File: src/rtl/vedic_pkg.sv
// ----------------------------------------------------------------------------
// vedic_pkg
// Shared constants and types for the Vedic multiplier and the MAC stage
// built on top of it.
//   OP_W   : operand width of the multiplier (4)
//   PROD_W : full product width (2*OP_W = 8)
// ----------------------------------------------------------------------------
package vedic_pkg;

    localparam int OP_W   = 4;
    localparam int PROD_W = 2 * OP_W;

    typedef logic [OP_W-1:0]   op_t;
    typedef logic [PROD_W-1:0] prod_t;

    // 2x2 Vedic (Urdhva Tiryagbhyam) block: vertical, crosswise, vertical.
    function automatic logic [3:0] vedic2x2(input logic [1:0] x, input logic [1:0] y);
        logic v0;
        logic cross_a;
        logic cross_b;
        logic c1;
        logic v1;
        logic [3:0] r;
        v0      = x[0] & y[0];
        cross_a = x[1] & y[0];
        cross_b = x[0] & y[1];
        c1      = cross_a & cross_b;
        v1      = x[1] & y[1];
        r[0]    = v0;
        r[1]    = cross_a ^ cross_b;
        r[2]    = v1 ^ c1;
        r[3]    = v1 & c1;
        return r;
    endfunction

endpackage

File: src/rtl/vedic_mac4_mult.sv
// ----------------------------------------------------------------------------
// multiplier4x4
// Combinational 4x4 unsigned Vedic multiplier. The operands are split into
// 2-bit halves, four 2x2 Vedic blocks form the partial products, and these
// are recombined with their weights (1, 4, 4, 16).
// Only N = 4 is implemented; the parameter exists so instantiations state
// the width they rely on.
// Ports:
//   a  in  N    multiplicand, unsigned
//   b  in  N    multiplier, unsigned
//   p  out 2N   product a*b
// ----------------------------------------------------------------------------
module multiplier4x4
    import vedic_pkg::*;
#(
    parameter int N = 4
) (
    input  logic [N-1:0]   a,
    input  logic [N-1:0]   b,
    output logic [2*N-1:0] p
);

    logic [3:0] q_ll;   // a_lo * b_lo, weight 1
    logic [3:0] q_hl;   // a_hi * b_lo, weight 4
    logic [3:0] q_lh;   // a_lo * b_hi, weight 4
    logic [3:0] q_hh;   // a_hi * b_hi, weight 16
    logic [4:0] cross_sum;

    always_comb begin
        q_ll = vedic2x2(a[1:0], b[1:0]);
        q_hl = vedic2x2(a[3:2], b[1:0]);
        q_lh = vedic2x2(a[1:0], b[3:2]);
        q_hh = vedic2x2(a[3:2], b[3:2]);
    end

    // The two crosswise terms share a weight, so add them once first.
    assign cross_sum = {1'b0, q_hl} + {1'b0, q_lh};

    // Max result 225 fits in 8 bits, so no carry out of the top is dropped.
    assign p = {4'b0000, q_ll}
             + {1'b0, cross_sum, 2'b00}
             + {q_hh, 4'b0000};

endmodule

File: src/rtl/vedic_mac4.sv
// ----------------------------------------------------------------------------
// vedic_mac4
// Streaming multiply-accumulate stage. 4-bit operand pairs are multiplied by
// the Vedic 4x4 multiplier, the product is registered (S1), then summed into
// a group accumulator (S2). When the group's last term reaches S2 the total,
// term count and overflow flag are loaded into the output register.
//
// Handshake: a transfer happens on a rising edge where valid and ready are
// both high; valid, once raised, is held with its data stable until the
// transfer. in_ready does not depend on in_valid; out_valid does not depend
// on out_ready.
//
// Ports:
//   clk, rst_n            clock, asynchronous active-low reset
//   clr                   sync clear of the in-flight product and partial sum
//   in_valid/in_ready     operand handshake
//   in_a, in_b, in_last   operands and end-of-group marker
//   out_valid/out_ready   result handshake
//   out_sum               group sum modulo 2**ACC_W
//   out_cnt               number of terms in the group, saturating
//   out_ovf               a carry out of ACC_W occurred in the group
// ----------------------------------------------------------------------------
module vedic_mac4
    import vedic_pkg::*;
#(
    parameter int ACC_W = 16,
    parameter int CNT_W = 8
) (
    input  logic             clk,
    input  logic             rst_n,
    input  logic             clr,
    input  logic             in_valid,
    output logic             in_ready,
    input  logic [3:0]       in_a,
    input  logic [3:0]       in_b,
    input  logic             in_last,
    output logic             out_valid,
    input  logic             out_ready,
    output logic [ACC_W-1:0] out_sum,
    output logic [CNT_W-1:0] out_cnt,
    output logic             out_ovf
);

    // ------------------------------------------------------------------
    // Control
    // ------------------------------------------------------------------
    logic en;        // whole pipeline advances
    logic accept;    // operand pair taken this edge
    logic s2_fire;   // S1 holds a term that S2 consumes this edge

    // S1 registers
    logic              s1_valid;
    logic [PROD_W-1:0] s1_prod;
    logic              s1_last;

    // S2 group state
    logic [ACC_W-1:0] acc;
    logic [CNT_W-1:0] cnt;
    logic             ovf;

    // Combinational datapath
    logic [PROD_W-1:0] prod;
    logic [ACC_W:0]    sum_ext;   // carry in the top bit
    logic [ACC_W-1:0]  sum;
    logic              carry;
    logic [CNT_W-1:0]  cnt_inc;
    logic              grp_ovf;

    // A full output register blocks everything until it is drained, so
    // S1 and S2 never need their own skid storage.
    assign en       = !out_valid || out_ready;
    assign in_ready = en && !clr;
    assign accept   = in_valid && in_ready;
    assign s2_fire  = en && s1_valid;

    // ------------------------------------------------------------------
    // Multiplier in front of S1
    // ------------------------------------------------------------------
    multiplier4x4 #(
        .N (OP_W)
    ) u_mult (
        .a (in_a),
        .b (in_b),
        .p (prod)
    );

    // ------------------------------------------------------------------
    // S2 arithmetic
    // ------------------------------------------------------------------
    assign sum_ext = {1'b0, acc} + {{(ACC_W + 1 - PROD_W){1'b0}}, s1_prod};
    assign sum     = sum_ext[ACC_W-1:0];
    assign carry   = sum_ext[ACC_W];
    assign grp_ovf = ovf | carry;

    // The term count sticks at its maximum rather than wrapping.
    assign cnt_inc = (cnt == {CNT_W{1'b1}}) ? cnt
                                             : cnt + {{(CNT_W - 1){1'b0}}, 1'b1};

    // ------------------------------------------------------------------
    // S1: registered product
    // ------------------------------------------------------------------
    always_ff @(posedge clk or negedge rst_n) begin
        if (!rst_n) begin
            s1_valid <= 1'b0;
            s1_prod  <= '0;
            s1_last  <= 1'b0;
        end else if (clr) begin
            s1_valid <= 1'b0;
        end else if (en) begin
            s1_valid <= accept;
            s1_prod  <= prod;
            s1_last  <= in_last;
        end
    end

    // ------------------------------------------------------------------
    // S2: group accumulator
    // ------------------------------------------------------------------
    always_ff @(posedge clk or negedge rst_n) begin
        if (!rst_n) begin
            acc <= '0;
            cnt <= '0;
            ovf <= 1'b0;
        end else if (clr) begin
            acc <= '0;
            cnt <= '0;
            ovf <= 1'b0;
        end else if (s2_fire) begin
            if (s1_last) begin
                // Group closes: restart from zero for the next group.
                acc <= '0;
                cnt <= '0;
                ovf <= 1'b0;
            end else begin
                acc <= sum;
                cnt <= cnt_inc;
                ovf <= grp_ovf;
            end
        end
    end

    // ------------------------------------------------------------------
    // Output register
    // ------------------------------------------------------------------
    // clr blocks the load of a closing group but leaves a pending result
    // and its handshake alone. A load on the same edge as a drain keeps
    // out_valid high, giving back-to-back results.
    always_ff @(posedge clk or negedge rst_n) begin
        if (!rst_n) begin
            out_valid <= 1'b0;
            out_sum   <= '0;
            out_cnt   <= '0;
            out_ovf   <= 1'b0;
        end else if (!clr && s2_fire && s1_last) begin
            out_valid <= 1'b1;
            out_sum   <= sum;
            out_cnt   <= cnt_inc;
            out_ovf   <= grp_ovf;
        end else if (out_valid && out_ready) begin
            out_valid <= 1'b0;
        end
    end

endmodule
File: config.mk
export PLATFORM = sky130hd
export DESIGN_NAME = vedic_mac4
export DESIGN_NICKNAME = d
export VERILOG_FILES = /design/src/rtl/vedic_pkg.sv /design/src/rtl/vedic_mac4_mult.sv /design/src/rtl/vedic_mac4.sv
export SDC_FILE = /design/constraint.sdc
export NUM_CORES = 1
export LEC_CHECK = 0
export CAP_MARGIN = 20
export CORE_UTILIZATION = 53
export DETAILED_ROUTE_END_ITERATION = 10
export GPL_TIMING_DRIVEN = 0
export MAX_ROUTING_LAYER = met4
export PLACE_DENSITY = 0.86
export SYNTH_ARGS = -nofsm -noshare
export SYNTH_HDL_FRONTEND = slang
export SYNTH_HIERARCHICAL = 1
export SYNTH_SLANG_ARGS = --single-unit
File: constraint.sdc
create_clock -name clk -period 5.3 [get_ports clk]
set_input_delay 1.325 -clock clk [delete_from_list [all_inputs] [get_ports clk]]
set_output_delay 1.325 -clock clk [all_outputs]
set_load 0.02 [all_outputs]
## Word-level counts from Yosys, hierarchy flattened

Cells that the tools add are included.

| cells by class | value |
|---|---|
| $add $sub $neg | 5 |
| order comparisons | 0 |
| reduce and logical (&&, ||, !) cells | 13 |
| divide/modulo/power cells | 0 |
| equal/unequal tests | 1 |
| $mul | 0 |
| multiplexer cells | 14 |
| shift operators | 0 |
| bitwise logic cells | 34 |

Operators with widths:

| kind | count |
|---|---|
| 2-to-1 mux 16 bit | 3 |
| 2-to-1 mux 8 bit | 4 |
| bitwise AND 1 bit | 24 |
| adder 16 x 8 -> 17 bit | 1 |
| adder 4 x 7 -> 8 bit | 1 |
| adder 8 x 1 -> 8 bit (second input constant) | 1 |
| adder 8 bit | 1 |
| == test 8 bit (second input constant) | 1 |
| bitwise XOR 1 bit | 8 |
| 2-to-1 mux 1 bit | 7 |
| logical AND 1 bit | 6 |
| nonzero test 2 bit | 3 |
| adder 4 x 4 -> 5 bit | 1 |
| logical NOT 1 bit | 2 |
| AND reduction 2 bit | 1 |
| logical OR 1 bit | 1 |
| NOT 1 bit | 1 |
| bitwise OR 1 bit | 1 |

| storage, ports and cells | value |
|---|---|
| register bits after elaboration | 61 |
| memories kept | 0 |
| bits of input ports | 14 |
| logic and storage cells | 77 |
| RAM bits | 0 |
| bits in read-only memories | 0 |
| output and inout bits | 27 |
| latch bits | 0 |

## Logic depth before layout (Yosys ltp)

Gate-level depths: netlist of run 1.

| depth | value |
|---|---|
| depth after elaboration | 6 |
| depth in mapped cells | 12 |
| depth with buffers taken out | 12 |

## Cells and area by module

The synthesis of run 1 kept the hierarchy.

By module, submodules not included:

| module | times used | area each (µm²) | sequential area each (µm²) | cells an instance |
|---|---|---|---|---|
| vedic_mac4 | 1 | 3015.4 | 1526.5 | 299 |
| multiplier4x4 | 1 | 511.7 | 0.0 | 58 |

## Worst setup path after synthesis of run 1

No wires, ideal clock.

| timing path | value |
|---|---|
| path type | input to register |
| start point | in in_b[0] |
| end point | reg s1_prod[7] |
| data required time | 5.175 ns |
| cell stages on the path | 12 |
| path buffers | 0 |
| library setup time | 0.125 ns |
| arrival time | 3.452 ns |
| setup slack | 1.723 ns |
| cells stage by stage | and2_1 > ha_1 > ha_1 > a21o_1 > a21oi_1 > xnor2_1 > ha_1 > o21ai_0 > o21bai_1 > a21oi_2 > xnor2_1 > mux2_2 |

| on the way | value |
|---|---|
| longest elaborated chain between the ends | 6 |
| elaborated cells between the ends (all ways) | 15 |
| classes of those cells | 3 x add/sub; 12 x bitwise |

Ends and longest elaborated chain:

| item | RTL line | text |
|---|---|---|
| from (decl) | vedic_mac4.sv:35 | `input logic [3:0] in_b,` |
| bitwise AND 1 bit | vedic_pkg.sv:25 | `cross_a = x[1] & y[0];` |
| bitwise AND 1 bit | vedic_pkg.sv:27 | `c1 = cross_a & cross_b;` |
| bitwise XOR 1 bit / bitwise AND 1 bit (equally long branches) | vedic_pkg.sv:31, vedic_pkg.sv:32 |  |
| adder 4 x 4 -> 5 bit | vedic_mac4_mult.sv:37 | `assign cross_sum = {1'b0, q_hl} + {1'b0, q_lh};` |
| adder 4 x 7 -> 8 bit * | vedic_mac4_mult.sv:41 | `+ {1'b0, cross_sum, 2'b00}` |
| adder 8 bit * | vedic_mac4_mult.sv:42 | `+ {q_hh, 4'b0000};` |
| net prod[7] | vedic_mac4.sv:62 | `logic [PROD_W-1:0] prod;` |
| to (signal assigned) | vedic_mac4.sv:111 | `s1_prod <= prod;` |
| to (decl) | vedic_mac4.sv:53 | `logic [PROD_W-1:0] s1_prod;` |

The timed path passes the listed nets; every way through them passes the cells marked *.
A chain may end at the register's enable or synchronous reset.

## Worst setup path in the final report of run 1

| timing path | value |
|---|---|
| start point | in out_ready |
| end point | out in_ready |

| on the way | value |
|---|---|
| longest elaborated chain between the ends | 2 |

Ends and longest elaborated chain:

| item | RTL line | text |
|---|---|---|
| from (decl) | vedic_mac4.sv:38 | `input logic out_ready,` |
| logical OR 1 bit | vedic_mac4.sv:71 | `assign en = !out_valid \|\| out_ready;` |
| logical AND 1 bit | vedic_mac4.sv:72 | `assign in_ready = en && !clr;` |
| to (decl) | vedic_mac4.sv:33 | `output logic in_ready,` |

Every way passes these cells.

==> results of run 1 <==
cells in the final DEF, fill, tap and decap left out, types with 3 or more instances in the layout:
master	Yosys	final
a21o_1	11	11
a21oi_1	22	22
a22o_1	7	7
a31oi_1	4	4
and2_1	17	17
and3_1	6	6
buf_2	2	3
clkbuf_1	10	11
clkbuf_8	0	11
clkdlybuf4s50_1	0	39
dfrtp_1	61	61
fa_1	3	3
ha_1	26	26
inv_1	8	8
mux2_2	10	10
nand2_1	52	52
nand2b_1	3	3
nand3_1	6	6
nand4_1	5	5
nor2_1	9	9
o211ai_1	4	4
o21ai_0	30	30
or3_1	3	3
xnor2_1	16	16
xor2_1	7	7
how the worst min path moves through the flow:
stage | startpoint | to | cells past startpoint
5_1_grt | out_sum[10] | out_sum[10] | 2
3_5_place_dp | out_cnt[2] | out_cnt[2] | 2
6_report | out_cnt[2] | out_cnt[2] | 2
3_3_place_gp | out_sum[4] | out_sum[4] | 2
2_1_floorplan | acc[2] | acc[2] | 2
4_1_cts | out_cnt[2] | out_cnt[2] | 2
power by group through the flow:
stage	registers [mW]	logic [mW]	clock network, mW
global route	0.564	0.371	0.385
floorplan	0.597	0.167	0
CTS	0.556	0.342	0.364
global placement	0.561	0.326	0
detailed placement	0.564	0.338	0
finish	0.556	0.341	0.368
critical path, cell delays in order:
cell and delay, ps:
clkdlybuf4s50_1 520, nor2b_4 60, nor2_1 150, buf_1 500, clkdlybuf4s50_1 720
Yosys cell counts, types with 2 or more instances:
library cell and count:
a22o_1 7, dfrtp_1 61, inv_1 8, xnor2_1 16
and2_1 17, a21oi_1 22, nor2_1 9, ha_1 26
o211ai_1 4, nand2_1 52, a21boi_0 2, o21bai_1 2
nor4_1 2, nand4_1 5, or3_1 3, nand2b_1 3
and4_1 2, clkbuf_1 10, o21ai_0 30, a31oi_1 4
xor2_1 7, fa_1 3, mux2_2 10, and3_1 6
mux2i_1 2, a211oi_1 2, nand3_1 6, a21o_1 11
o31ai_1 2, a21o_2 2, buf_2 2
sequential cells by signal, summed over array words and instances, names as in the netlist:
name	cells
acc	16
cnt	8
out_cnt	8
out_ovf	1
out_sum	16
out_valid	1
ovf	1
s1_last	1
s1_prod	8
s1_valid	1
kinds of logic after synthesis:
logic type	share of synthesized area
simple gates	0.164
xor+xnor	0.0571
flops	0.433
fa+ha+maj	0.109
mux	0.0376
compound gates	0.175
buf+inv	0.0245
final cells by class:
type	count	area, µm²	share of cell area
inverter	8	30.0	0.00714
sequential	61	1530	0.363
timing repair buffer	41	415	0.0988
clock inverter	2	10.0	0.00238
buffer	14	56.3	0.0134
clock buffer	12	155	0.0369
multi-input combinational	274	1910	0.455
tap	77	96.3	0.0229
per-layer routing:
metal / track usage / wire length (µm)
met4: 0.0924 / 122
met5: - / 0
met3: 0.0504 / 461
met2: 0.398 / 3790
met1: 0.324 / 3470
==> metrics.txt, run 1 <==
status finished clean; Req. time, crit path 3970 ps; antenna fix cells 0; number of hold buffers added after cts 0; CTS buffer count 9; Clk pwr share 0.291; Netlist cell types 50; top area cells in the synthesized netlist dfrtp_1, ha_1, nand2_1, o21ai_0, xnor2_1; CTS tree built; core area 0.00639 mm²; YS warnings 6; vias in the first global route 2894; post-route cell area 0.00420 mm²; CP startpoint out_ready; register area share after synthesis 0.433; gpl congestion 0.873; # clock sinks 61; Tot GR Track Use 0.252; vias per cell 5.87; max capacitance violation total 0; Final period util 0.871; worst r2r src out_valid; Power Density 301 mW/mm²; Starting Density 0.552; area share of the largest cell type after synthesis 0.433; worst-case reg-to-reg path depth 5; Die Height 83.6 µm; grt total ovfl 0; Main synth FF type dfrtp_1; routed len/inst 16.0 µm; Post-Layout Cell Count 489; area leader, netlist dfrtp_1; Mean Syn Cell Area 9.88 µm²; DR vias 2872; flops & latches, synth 61; Hold/Removal Path Class flip-flop to flip-flop; P_int 866 µW; H-tree Lvls 3; Clock Skew 5.26 ps; FILL cells 509; worst setup path end in_ready; synthesized instance count 357; maximum clock frequency 217 MHz; Worst setup EP type primary output; synthesis-to-finish area growth 19.2%; NetSw 399 µW; Worst EP arrival 3290 ps; Syn Nets 400; Routed Antenna Nets 0; num rows 29; I/O pin count 41; # port buffers 40; final setup margin 683 ps; RSZ-0062 raised after global routing no; Hold Slack 476 ps; Resized cells post-CTS 0; VDD IR-drop max 0.000251 V; CTS Root Cell clkbuf_8; Final HPWL DP 5.53 mm; layout cell share with drive strength beyond 1 0.0874; Max Fanout on Critical Path 10; drt pass-1 iters 4; async set-reset flop share out of synthesis 1.00; Setup crit start kind primary input; initial antenna violation count 0; final hold viol count 0; count of flip-flops with a built-in enable after synthesis 0; Die X 83.6 µm; Rel. slew slack 0.271; slew at the pin with the worst max-slew slack 1080 ps; CTS clock-pin slew for the worst setup and hold paths 70 ps; Reg2Reg Setup Slack 2970 ps; Core Util, Final 0.658; Flop pwr share 0.439; worst skew pair latency 340 ps; TNS Setup 0 ps; Total Power 1.26 mW; largest net degree at the start of global routing 42; logic gate share of total power 0.270; Setup CP Type primary input to primary output; Slew Viols, Final 0; Starting DRT DRC Count 215; mapped cell area 0.00353 mm²; Die ar. 0.00698 mm²; post-CTS setup buffer count 0; post-place instance area 0.00404 mm²; crit path time final 4620 ps; reg2reg end acc[14]; DP Cell Count 475; CTS max path bufs 2; nets 452; # DRC 0; Sw Ratio 0.315; Setup-failing EPs final 0; post-place setup slack 692 ps; first-pass GRT wire length 13.6 mm; drt total wl 7.85 mm; Lkg Pwr 1.98 nW
No activity file was read; power rests on OpenSTA's default activity.
==> run 2, diff against run 1 <==
--- a/config.mk
+++ b/config.mk
@@ -8,9 +8,11 @@
 export CAP_MARGIN = 20
 export CORE_UTILIZATION = 53
 export DETAILED_ROUTE_END_ITERATION = 10
+export DONT_BUFFER_PORTS = 1
 export GPL_TIMING_DRIVEN = 0
 export MAX_ROUTING_LAYER = met4
-export PLACE_DENSITY = 0.86
+export PLACE_DENSITY = 0.78
+export RECOVER_POWER = 50
 export SYNTH_ARGS = -nofsm -noshare
 export SYNTH_HDL_FRONTEND = slang
 export SYNTH_HIERARCHICAL = 1
==> metrics.txt, run 2 (synthesized netlist as in run 1, its figures left out) <==
Die ar. 0.00698 mm² (unchanged); initial antenna violation count 0 (unchanged); layout cell share with drive strength beyond 1 0.0936 (+0.00620); CTS buffer count 9 (unchanged); GR Layer Usage met2 0.364 (-0.0333); status finished clean; most common cell after layout, fill and taps aside dfrtp_1; # clock sinks 61 (unchanged); Setup-failing EPs final 0 (unchanged); Starting DRT DRC Count 167 (-22%); nets 412 (-8.8%); Hold/Removal Path Class flip-flop to flip-flop; logic gate share of total power 0.170 (-0.100); Die X 83.6 µm (unchanged); largest net degree at the start of global routing 62 (+48%); CTS max path bufs 2 (unchanged); Clock Skew 9.83 ps (+4.57 ps); TNS Setup 0 ps (unchanged); Setup crit start kind primary input; Worst EP arrival 2180 ps (-1110 ps); Clk pwr share 0.339 (+0.048); core area 0.00639 mm² (unchanged); synthesis-to-finish area growth 8.12%; Resized cells post-CTS 0 (unchanged); Final HPWL DP 5.23 mm (-5.5%); most frequent cells in the layout dfrtp_1, nand2_1, o21ai_0; # DRC 0 (unchanged); Lkg Pwr 1.83 nW (-7.3%); CTS clock-pin slew for the worst setup and hold paths 60 ps (about the same); biggest regs acc x16, out_sum x16; Final period util 0.662 (-0.209); vias per cell 6.04 (+2.8%); VDD IR-drop max 0.000222 V (-11%); final hold viol count 0 (unchanged); Max Fanout on Critical Path 10 (unchanged); Setup CP Type primary input to primary output; # port buffers 0 (-100%); grt total ovfl 0 (unchanged); GR Layer Usage met1 0.299 (-0.0251); slew at the pin with the worst max-slew slack 828 ps (-250 ps); max capacitance violation total 0 (unchanged); crit path time final 3510 ps (-1110 ps); num rows 29 (unchanged); first-pass GRT wire length 12.7 mm (-6.6%); Sw Ratio 0.312 (-0.00363); number of hold buffers added after cts 0 (unchanged); worst skew pair latency 350 ps (about the same); CTS Root Cell clkbuf_8; Slew Viols, Final 0 (unchanged); most used routing layer met2; Routed Antenna Nets 0 (unchanged); gpl congestion 0.851 (-2.5%); M3 GR Usage 0.0574 (+0.00692); P_int 841 µW (-2.9%); I/O pin count 41 (unchanged); Total Power 1.22 mW (-3.4%); post-CTS setup buffer count 0 (unchanged); H-tree Lvls 3 (unchanged); drt pass-1 iters 4 (unchanged); Worst setup EP type primary output; Power Density 320 mW/mm² (+6.5%); DR vias 2722 (-5.2%); routed len/inst 16.6 µm (+3.2%); maximum clock frequency 285 MHz (+32%); RSZ-0062 raised after global routing no; Req. time, crit path 3970 ps (about the same); Rel. slew slack 0.448 (+0.177); Starting Density 0.552 (unchanged); CTS tree built; vias in the first global route 2718 (-6.1%); Tot GR Track Use 0.238 (-0.0145); NetSw 381 µW (-4.5%); Die Height 83.6 µm (unchanged); Flop pwr share 0.491 (+0.052); drt total wl 7.47 mm (-4.8%); antenna fix cells 0 (unchanged)
[run 2: final timing paths]
| kind | from | end | slack, ps | depth (start not counted) |
|---|---|---|---|---|
| min | acc[4] | acc[4] | 500 | 1 |
| min reg2reg | acc[4] | acc[4] | 500 | 1 |
| max in group asynchronous | rst_n | out_sum[15] | 4530 | 0 |
| max reg2reg | s1_prod[0] | out_sum[8] | 2980 | 7 |
| max | out_ready | in_ready | 1790 | 3 |
| min in group asynchronous | rst_n | out_sum[4] | 670 | 0 |
[run 2: final cells by class]
| cell class | count | area (µm²) |
|---|---|---|
| Buffer | 14 | 56.3 |
| Clock inverter | 4 | 47.5 |
| Multi-Input combinational cell | 274 | 1910 |
| Sequential cell | 61 | 1530 |
| Tap cell | 77 | 96.3 |
| Fill cell | 556 | 2570 |
| Timing Repair Buffer | 1 | 5.00 |
| Clock buffer | 12 | 145 |
| Inverter | 8 | 30.0 |
[run 2: through the flow]
step	util	cell area [µm²]	hold WS, ps	cells	setup WS [ps]
floorplan	-	3530	454	357	1720
global placement	0.567	3620	478	434	1610
detailed placement	0.567	3620	496	434	1550
CTS	0.598	3820	510	450	1830
global route	0.597	3810	526	451	1710
finish	0.597	3810	504	451	1790
[run 2: power groups by stage]
stage,sequential (mW),combinational [mW],clock (mW)
after floorplan,0.597,0.167,0
after global placement,0.607,0.196,0
after detailed placement,0.609,0.205,0
after CTS,0.601,0.208,0.418
after global routing,0.606,0.237,0.441
final,0.599,0.207,0.415
[run 2: layer usage]
layer | wire, µm | vias to the layer above
met5 | 0 | -
met4 | 165 | 0
met3 | 397 | 18
met2 | 3480 | 88
met1 | 3430 | 1315
li1 | - | 1301
[run 2: critical path, stage by stage]
cell     delay [ps]
nor2b_1          50
nor2_1          170
buf_1           630
==> run 3, diff against run 2 <==
==> constraint.sdc (replaced) <==
create_clock -name clk -period 3.34 [get_ports clk]
set_input_delay 0.835 -clock clk [delete_from_list [all_inputs] [get_ports clk]]
set_output_delay 0.835 -clock clk [all_outputs]
set_load 0.02 [all_outputs]
==> results of run 3 <==
Same layout as run 2 (identical final DEF). Status: finished clean.
Among the figures that moved: setup slack after placement 1550 ps -> 75.6 ps; clock-pin slew on the worst setup and hold paths 60 ps -> 70 ps; setup slack after layout 1790 ps -> 454 ps; hold slack 504 ps -> 175 ps; start point of the critical path out_ready -> in_b[0]; end point of the critical path in_ready -> s1_prod[7]; register-to-register setup slack 2980 ps -> 1020 ps; total power 1.22 mW -> 1.94 mW; worst IR drop on VDD 0.000222 V -> 0.000353 V
